--- config.mk ---
export PLATFORM = sky130hd
export DESIGN_NAME = song_play_ctrl
export DESIGN_NICKNAME = d
export VERILOG_FILES = /design/src/rtl/song_play_ctrl.sv
export SDC_FILE = /design/constraint.sdc
export NUM_CORES = 1
export LEC_CHECK = 0
export BUFFER_PORTS_ARGS = -buffer_cell sky130_fd_sc_hd__buf_2
export CAP_MARGIN = 20
export CORE_MARGIN = 8
export CORE_UTILIZATION = 50
export CTS_CLUSTER_DIAMETER = 60
export CTS_CLUSTER_SIZE = 14
export DETAILED_ROUTE_END_ITERATION = 10
export GPL_ROUTABILITY_DRIVEN = 1
export PLACE_DENSITY = 0.76
export SYNTH_ARGS = -nofsm -noshare
export SYNTH_HDL_FRONTEND = slang
export SYNTH_SLANG_ARGS = --single-unit
--- constraint.sdc ---
create_clock -name clk50Mghz -period 2.9 [get_ports clk50Mghz]
set_input_delay 0 -clock clk50Mghz [delete_from_list [all_inputs] [get_ports clk50Mghz]]
set_output_delay 0 -clock clk50Mghz [all_outputs]
set_load 0.02 [all_outputs]
--- src/rtl/song_play_ctrl.sv ---
// Sample-playback sequencer: walks a sample ROM address range, one sample every TICK_DIV clocks.
// Optional feature: define SONG_PLAY_CTRL_MUTE_ON_PAUSE_EN to drive sample_out to 0 while paused.
module song_play_ctrl #(
    parameter int unsigned ADDR_W   = 15,
    parameter int unsigned DATA_W   = 4,
    parameter int unsigned TICK_DIV = 1563
) (
    input  logic              clk50Mghz,
    input  logic              reset_n,
    input  logic              start,
    input  logic              stop,
    input  logic              pause,
    input  logic              loop_en,
    input  logic [ADDR_W-1:0] start_addr,
    input  logic [ADDR_W-1:0] end_addr,
    output logic [ADDR_W-1:0] rom_addr,
    input  logic [DATA_W-1:0] rom_data,
    output logic [DATA_W-1:0] sample_out,
    output logic              sample_valid,
    output logic              busy,
    output logic              done,
    output logic              err
);

    localparam int unsigned CNT_W = $clog2(TICK_DIV);
    localparam logic [CNT_W-1:0] CNT_LAST = CNT_W'(TICK_DIV - 1);

    localparam logic [1:0] S_IDLE  = 2'd0;
    localparam logic [1:0] S_PLAY  = 2'd1;
    localparam logic [1:0] S_PAUSE = 2'd2;
    localparam logic [1:0] S_DONE  = 2'd3;

    logic [1:0]        state_q, state_d;
    logic [ADDR_W-1:0] addr_q, addr_d;
    logic [ADDR_W-1:0] start_q, start_d;
    logic [ADDR_W-1:0] end_q, end_d;
    logic [CNT_W-1:0]  cnt_q, cnt_d;
    logic [DATA_W-1:0] hold_q, hold_d;
    logic [DATA_W-1:0] out_q, out_d;
    logic              valid_q, valid_d;
    logic              done_q, done_d;
    logic              err_q, err_d;
    logic              busy_q, busy_d;
    logic              tick_c;

    assign tick_c = (state_q == S_PLAY) && (cnt_q == CNT_LAST);

    // Next-state and output decode; stop overrides everything, including a coincident tick.
    always_comb begin
        state_d = state_q;
        addr_d  = addr_q;
        start_d = start_q;
        end_d   = end_q;
        cnt_d   = cnt_q;
        hold_d  = hold_q;
        valid_d = 1'b0;
        done_d  = 1'b0;
        err_d   = 1'b0;
        if (stop) begin
            state_d = S_IDLE;
            addr_d  = '0;
            hold_d  = '0;
            cnt_d   = '0;
        end else begin
            case (state_q)
                S_IDLE, S_DONE: begin
                    if (start) begin
                        if (start_addr <= end_addr) begin
                            start_d = start_addr;
                            end_d   = end_addr;
                            addr_d  = start_addr;
                            cnt_d   = '0;
                            state_d = S_PLAY;
                        end else begin
                            err_d = 1'b1;
                        end
                    end
                end
                S_PLAY: begin
                    if (pause) begin
                        state_d = S_PAUSE;
                    end
                    if (tick_c) begin
                        cnt_d   = '0;
                        hold_d  = rom_data;
                        valid_d = 1'b1;
                        if (addr_q < end_q) begin
                            addr_d = addr_q + ADDR_W'(1);
                        end else if (loop_en) begin
                            addr_d = start_q;
                        end else begin
                            state_d = S_DONE;
                            done_d  = 1'b1;
                        end
                    end else begin
                        cnt_d = cnt_q + CNT_W'(1);
                    end
                end
                S_PAUSE: begin
                    if (!pause) begin
                        state_d = S_PLAY;
                    end
                end
                default: begin
                    state_d = S_IDLE;
                end
            endcase
        end
        busy_d = (state_d == S_PLAY) || (state_d == S_PAUSE);
    end

    // The held sample survives a pause; only the visible copy may be muted.
`ifdef SONG_PLAY_CTRL_MUTE_ON_PAUSE_EN
    assign out_d = (state_d == S_PAUSE) ? '0 : hold_d;
`else
    assign out_d = hold_d;
`endif

    always_ff @(posedge clk50Mghz or negedge reset_n) begin
        if (!reset_n) begin
            state_q <= S_IDLE;
            addr_q  <= '0;
            start_q <= '0;
            end_q   <= '0;
            cnt_q   <= '0;
            hold_q  <= '0;
            out_q   <= '0;
            valid_q <= 1'b0;
            done_q  <= 1'b0;
            err_q   <= 1'b0;
            busy_q  <= 1'b0;
        end else begin
            state_q <= state_d;
            addr_q  <= addr_d;
            start_q <= start_d;
            end_q   <= end_d;
            cnt_q   <= cnt_d;
            hold_q  <= hold_d;
            out_q   <= out_d;
            valid_q <= valid_d;
            done_q  <= done_d;
            err_q   <= err_d;
            busy_q  <= busy_d;
        end
    end

    assign rom_addr     = addr_q;
    assign sample_out   = out_q;
    assign sample_valid = valid_q;
    assign busy         = busy_q;
    assign done         = done_q;
    assign err          = err_q;

endmodule
==> out/qor.txt, run 1 <==
status -> finished, final reports clean
DP Cell Count -> 593
Worst R2R Start -> rom_addr[1]
clock-pin slew on the worst setup and hold paths -> 0.07 ns
Yosys top cell area share -> 40.1%
PnR worst setup slack -> 0.223 ns
CORE AREA -> 8090 µm²
final hold vios -> 0
CTS Buf Count -> 9
yosys warns -> 0
Final HPWL DP -> 7250 µm
Nets -> 611
CP Data Arrival Time -> 2.92 ns
register area share after synthesis -> 40.1%
Critical Path End Type -> flop
Sequential Power Share -> 33.4%
Post-CTS Setup Repair Bufs -> 0
critical path launch point -> end_addr[14]
CTS H-Tree Depth -> 3
layout cell share with drive strength beyond 1 -> 23.6%
Total GRT Usage -> 19.8%
fin. max-slew vios -> 0
minimum clock period after layout -> 2.68 ns
worst-skew pair later-pin latency -> 0.36 ns
largest net degree at the start of global routing -> 46
CTS root buffer -> clkbuf_8
power share of the combinational group -> 47.6%
Setup TNS -> 0 ns
Synth cell types -> 47
initial antenna violation count -> 0
Pleak -> 2.58 nW
Clock Sinks -> 66
global-route wire length before repair -> 18200 µm
ANT cells -> 0
Clk pwr share -> 19.0%
peak supply drop -> 0.000460 V
top-count cell post-synth -> dfrtp_1
Die ar. -> 11400 µm²
Layout Skew -> 0.0125 ns
FF-to-FF path depth -> 9
register-to-register setup slack -> 0.23 ns
Synth Cell Area -> 4120 µm²
crit-path max FO -> 9
Post-synth EDFFs -> 0
I/O pins -> 63
Layout fillers -> 666
total number of vias -> 3554
vias in the first global route -> 3768
DR iter-0 viols -> 183
clock tree buffer depth -> 2
Power, Total -> 4.28 mW
Site Rows -> 33
Finished Layout Cells -> 647
Remaining DRCs -> 0
Power per Cell Area -> 824 nW/µm²
TritonCTS clock tree -> done
Initial Util -> 50.9%
port bufs -> 62
synthesis-to-layout area growth -> 26.2%
syn_nets -> 503
most frequent cells after synthesis -> dfrtp_1, nand2_1, o21ai_0
worst setup path category -> in2reg
Worst Path Required -> 3.14 ns
CP endpoint -> rom_addr[2]
RSZ-0062 raised after global routing -> no
ys async rst share -> 100%
most common flop cell mapped by yosys -> dfrtp_1
Psw -> 1.70 mW
WL per Instance -> 16.4 µm
post-DR vias/cell -> 5.49
max_cap viols -> 0
Avg Inst Size Synth -> 9.61 µm²
internal power -> 2.58 mW
Final Core Density -> 64.3%
Die W -> 107 µm
Die Y -> 107 µm
worst slew pin tran -> 0.793 ns
gp weighted congestion -> 0.837
crit path launch type -> primary input
Worst slew margin -> 46.9%
Max Fclk -> 374 MHz
Final Cycle Share -> 92.3%
pre-CTS WS -> 0.331 ns
hold crit path type -> in2reg
Synth Register Bits -> 66
total length of routed wires -> 10600 µm
Synth area leader -> dfrtp_1
Cells after Synth -> 429
switching part of the total -> 39.7%
r2r endpoint -> rom_addr[14]
ranking of synthesized cells by area -> dfrtp_1, ha_1, o21ai_0
Antenna Nets Post-Route -> 0
GRT Residual Overflow -> 0
Final setup viols -> 0
DRT Pass-1 Iters -> 4
==> placed cells by master (no fill, tap or decap), drive strengths merged, types with 2 or more instances in the layout <==
master	synthesis	final
and2	5	5
nor3b	3	3
o221ai	2	2
o21ai	50	50
a21o	2	2
nand3	11	11
ha	34	34
nand2	49	49
and3	4	4
a21oi	23	23
nand2b	7	7
inv	38	38
nor3	5	5
o31ai	6	6
buf	10	75
xnor2	7	7
nand4	8	8
mux2	29	29
clkbuf	6	11
dfrtp	66	66
a211o	2	2
a211oi	3	3
a22o	2	2
xor2	6	6
clkinv	0	3
mux2i	18	18
nor2	20	20
and4	2	2
dlygate4sd3	0	38
==> kinds of logic after synthesis <==
logic type | count (synthesis) | share of synthesized area [%]
compound gates | 96 | 14.0
buf+inv | 54 | 5.52
xor+xnor | 13 | 2.76
mux | 47 | 13.1
flops | 66 | 40.1
simple gates | 119 | 14.2
fa+ha+maj | 34 | 10.3
==> critical path: stages <==
cell           delay [ns]
dlygate4sd3_1        0.54
buf_2                0.13
inv_1                0.04
ha_1                 0.31
nand4_1              0.16
nor3_2               0.33
o31a_1               0.23
o21ai_2              0.10
a221oi_4             0.46
nor3_4               0.09
buf_4                0.21
mux2_4               0.30
==> cell type report <==
class	count	area (µm²)	area share [%]
clock inverters	5	52.6	1.01
well taps	105	131	2.53
flip-flops and latches	66	1650	31.8
multi-input cells	309	2260	43.4
inverters	38	143	2.74
repair buffers	113	813	15.6
clock buffers	11	151	2.91
==> flip-flops by register name (all words and copies together) (netlist names) <==
name / flops
busy: 1
cnt_q: 11
done: 1
end_q: 15
err: 1
rom_addr: 15
sample_out: 4
sample_valid: 1
start_q: 15
state_q: 2
==> metal layers <==
| metal | track usage (%) | vias to the layer above | wire (µm) |
|---|---|---|---|
| li1 | - | 1716 | - |
| met1 | 25.2 | 1718 | 4820 |
| met2 | 31.0 | 93 | 5040 |
| met5 | 0 | - | 0 |
| met4 | 10.4 | 0 | 305 |
| met3 | 4.44 | 27 | 463 |
==> how the worst min path moves through the flow <==
stage	start	endpoint	slack, ns	cells after the start
2_1_floorplan	reset_n	busy	-0.30	0
3_3_place_gp	reset_n	busy	0.12	1
6_report	loop_en	done	0.02	2
3_5_place_dp	reset_n	busy	0.12	1
4_1_cts	loop_en	done	0.001	2
5_1_grt	loop_en	done	0.007	2
==> per-stage QoR <==
step                cell area, µm²  hold slack [ns]
floorplan                     4120           -0.296
finish                        5200           0.0172
CTS                           5200          0.00127
global placement              4620            0.115
detailed placement            4620            0.123
global route                  5200          0.00704
==> power groups by stage <==
stage                     sequential, mW  clock, mW  combinational (mW)
after CTS                           1.43      0.824                2.03
after floorplan                     1.51          0                1.32
after detailed placement            1.44          0                1.98
final                               1.43      0.815                2.04
after global routing                1.47      0.868                2.26
after global placement              1.43          0                1.92
==> what timing repair did <==
action,4_1_cts,5_1_grt
gates resized for setup,0,0
hold buffers,38,0
endpoints found under the hold margin,67,0
Power figures use the tool's default switching activity.
==> run 2, diff against run 1 <==
Settings changed: CORE_UTILIZATION 50 to 40, PLACE_DENSITY 0.76 to 0.64.
==> run 2 against run 1 <==
Net effect:
- combinational power hardly changed
- register-to-register slack better by 0.14 ns
- non-clock buffer count increased by 1
- routed wire length down 2.0%
- global-route usage fell by 4.4 points
- clock-buffer cell count unchanged
- total power increased by 2.9%
- hold slack improved by 0.0043 ns
- via count is 2.1% lower
- largest cell class unchanged
- largest power group unchanged
==> out/qor.txt, run 2 (same netlist as run 1, synthesis figures left out) <==
status -> finished, final reports clean
vias in the first global route -> 3670
largest net degree at the start of global routing -> 67
crit path launch type -> primary input
commonest non-fill, non-tap cell in the layout -> dfrtp_1
RSZ-0062 raised after global routing -> no
Final Core Density -> 51.7%
Max Fclk -> 382 MHz
DRT Pass-1 Iters -> 4
total number of vias -> 3478
CTS root buffer -> clkbuf_8
worst-skew pair later-pin latency -> 0.34 ns
Psw -> 1.69 mW
Sequential Power Share -> 32.2%
Max stage delay cell, worst path -> dlygate4sd3_1
CTS Buf Count -> 9
Critical Path End Type -> flop
post-DR vias/cell -> 5.12
peak supply drop -> 0.000312 V
Antenna Nets Post-Route -> 0
Die Y -> 118 µm
most frequent cells in the layout -> dfrtp_1, buf_2, nand2_1
GRT Residual Overflow -> 0
CP Buf/Inv Count -> 3
max_cap viols -> 0
Power per Cell Area -> 838 nW/µm²
Die ar. -> 13800 µm²
fin. max-slew vios -> 0
Site Rows -> 37
Final HPWL DP -> 7520 µm
gp weighted congestion -> 0.799
CP Data Arrival Time -> 2.84 ns
port bufs -> 62
CTS H-Tree Depth -> 3
power share of the combinational group -> 46.5%
worst setup path category -> in2reg
pre-CTS WS -> 0.373 ns
clock-pin slew on the worst setup and hold paths -> 0.08 ns
Clk pwr share -> 21.3%
DR iter-0 viols -> 170
slowest stage delay, CP -> 0.56 ns
synthesis-to-layout area growth -> 27.7%
Layout Skew -> 0.0150 ns
worst path cell trace -> dlygate4sd3_1 > buf_2 > ha_1 > nand4_1 > nor3_2 > o31a_1 > o21ai_2 > a221oi_4 > nor3_4 > buf_4 > mux2_4
Total GRT Usage -> 15.5%
Final Cycle Share -> 90.2%
PnR worst setup slack -> 0.283 ns
global-route wire length before repair -> 17800 µm
Die W -> 118 µm
initial antenna violation count -> 0
area occupied by multi-input gates -> 2260 µm²
final hold vios -> 0
Clock Sinks -> 66
hold crit path type -> in2reg
CORE AREA -> 10200 µm²
Nets -> 612
Initial Util -> 40.5%
total length of routed wires -> 10400 µm
Setup TNS -> 0 ns
worst slew pin tran -> 0.849 ns
switching part of the total -> 38.2%
Worst Path Required -> 3.12 ns
FF/Latch Area -> 1650 µm²
Pleak -> 2.59 nW
Power, Total -> 4.41 mW
crit-path max FO -> 8
Remaining DRCs -> 0
minimum clock period after layout -> 2.62 ns
WL per Instance -> 15.3 µm
Worst slew margin -> 43.4%
internal power -> 2.72 mW
Final setup viols -> 0
clock tree buffer depth -> 2
ANT cells -> 0
Layout fillers -> 966
TritonCTS clock tree -> done
largest delay contributor family on the critical path -> buffers and inverters
I/O pins -> 63
layout cell share with drive strength beyond 1 -> 23.9%
## run 2: cell count changes in the layout (fill, tap and decap cells not counted), sizes merged
cell / previous run / this run
buf: 75 / 78
bufinv: 1 / 3
clkinv: 3 / 1
dlygate4sd3: 38 / 36
## run 2: cell type report
class / count / share of cell area (%)
tap: 136 / 3.23
multi-input combinational: 309 / 43.0
inverter: 38 / 2.71
sequential: 66 / 31.4
timing repair buffer: 114 / 15.3
clock buffer: 11 / 2.50
clock inverter: 5 / 1.95
## run 2: final timing paths
path / cells past startpoint / endpoint / slack [ns] / from
setup / recovery: 11 / rom_addr[1] / 0.28 / start_addr[13]
min in group asynchronous: 3 / sample_out[2] / 0.37 / reset_n
hold reg to reg: 1 / cnt_q[10] / 0.49 / cnt_q[10]
setup reg to reg: 9 / rom_addr[9] / 0.37 / rom_addr[6]
max in group asynchronous: 3 / end_q[8] / 1.95 / reset_n
hold / removal: 2 / sample_out[1] / 0.02 / stop
## run 2: timing repair
action / in CTS / in global routing
gates resized for setup: 0 / 1
hold buffers: 36 / 0
endpoints found under the setup margin: 0 / 1
hold endpoints to repair: 101 / 0
buffers inserted: 0 / 0
## run 2: power by group through the flow
stage               clock (mW)  sequential, mW  combinational, mW
floorplan                    0            1.51               1.32
global placement             0            1.43               1.95
CTS                      0.949            1.42               2.06
global route             0.994            1.46               2.27
detailed placement           0            1.44               2.01
finish                   0.938            1.42               2.05
## run 2: metrics by stage
step	cells	hold slack (ns)	cell area [µm²]
2_1_floorplan	429	-0.296	4120
3_3_place_gp	627	0.219	4670
3_5_place_dp	627	0.227	4670
4_1_cts	679	0.0123	5260
5_1_grt	679	0.0140	5260
6_report	679	0.0215	5260
## run 2: worst register-to-register path: cells and delay by family, from the launching register on
| family | cells | cell delay, ns |
|---|---|---|
| adders and majority gates | 1 | 0.31 |
| muxes | 2 | 0.50 |
| AOI/OAI and AO/OA | 4 | 0.77 |
| and+or+nand+nor | 1 | 0.07 |
| buffers and inverters | 1 | 0.37 |
| DFF | 1 | 0.40 |
## run 2: per-layer routing
metal / up-vias / global-route usage, % / routed length (µm)
met2: 68 / 25.8 / 4950
met3: 13 / 3.45 / 479
li1: 1720 / - / -
met1: 1677 / 19.4 / 4840
met4: 0 / 5.28 / 152
met5: - / 0 / 0
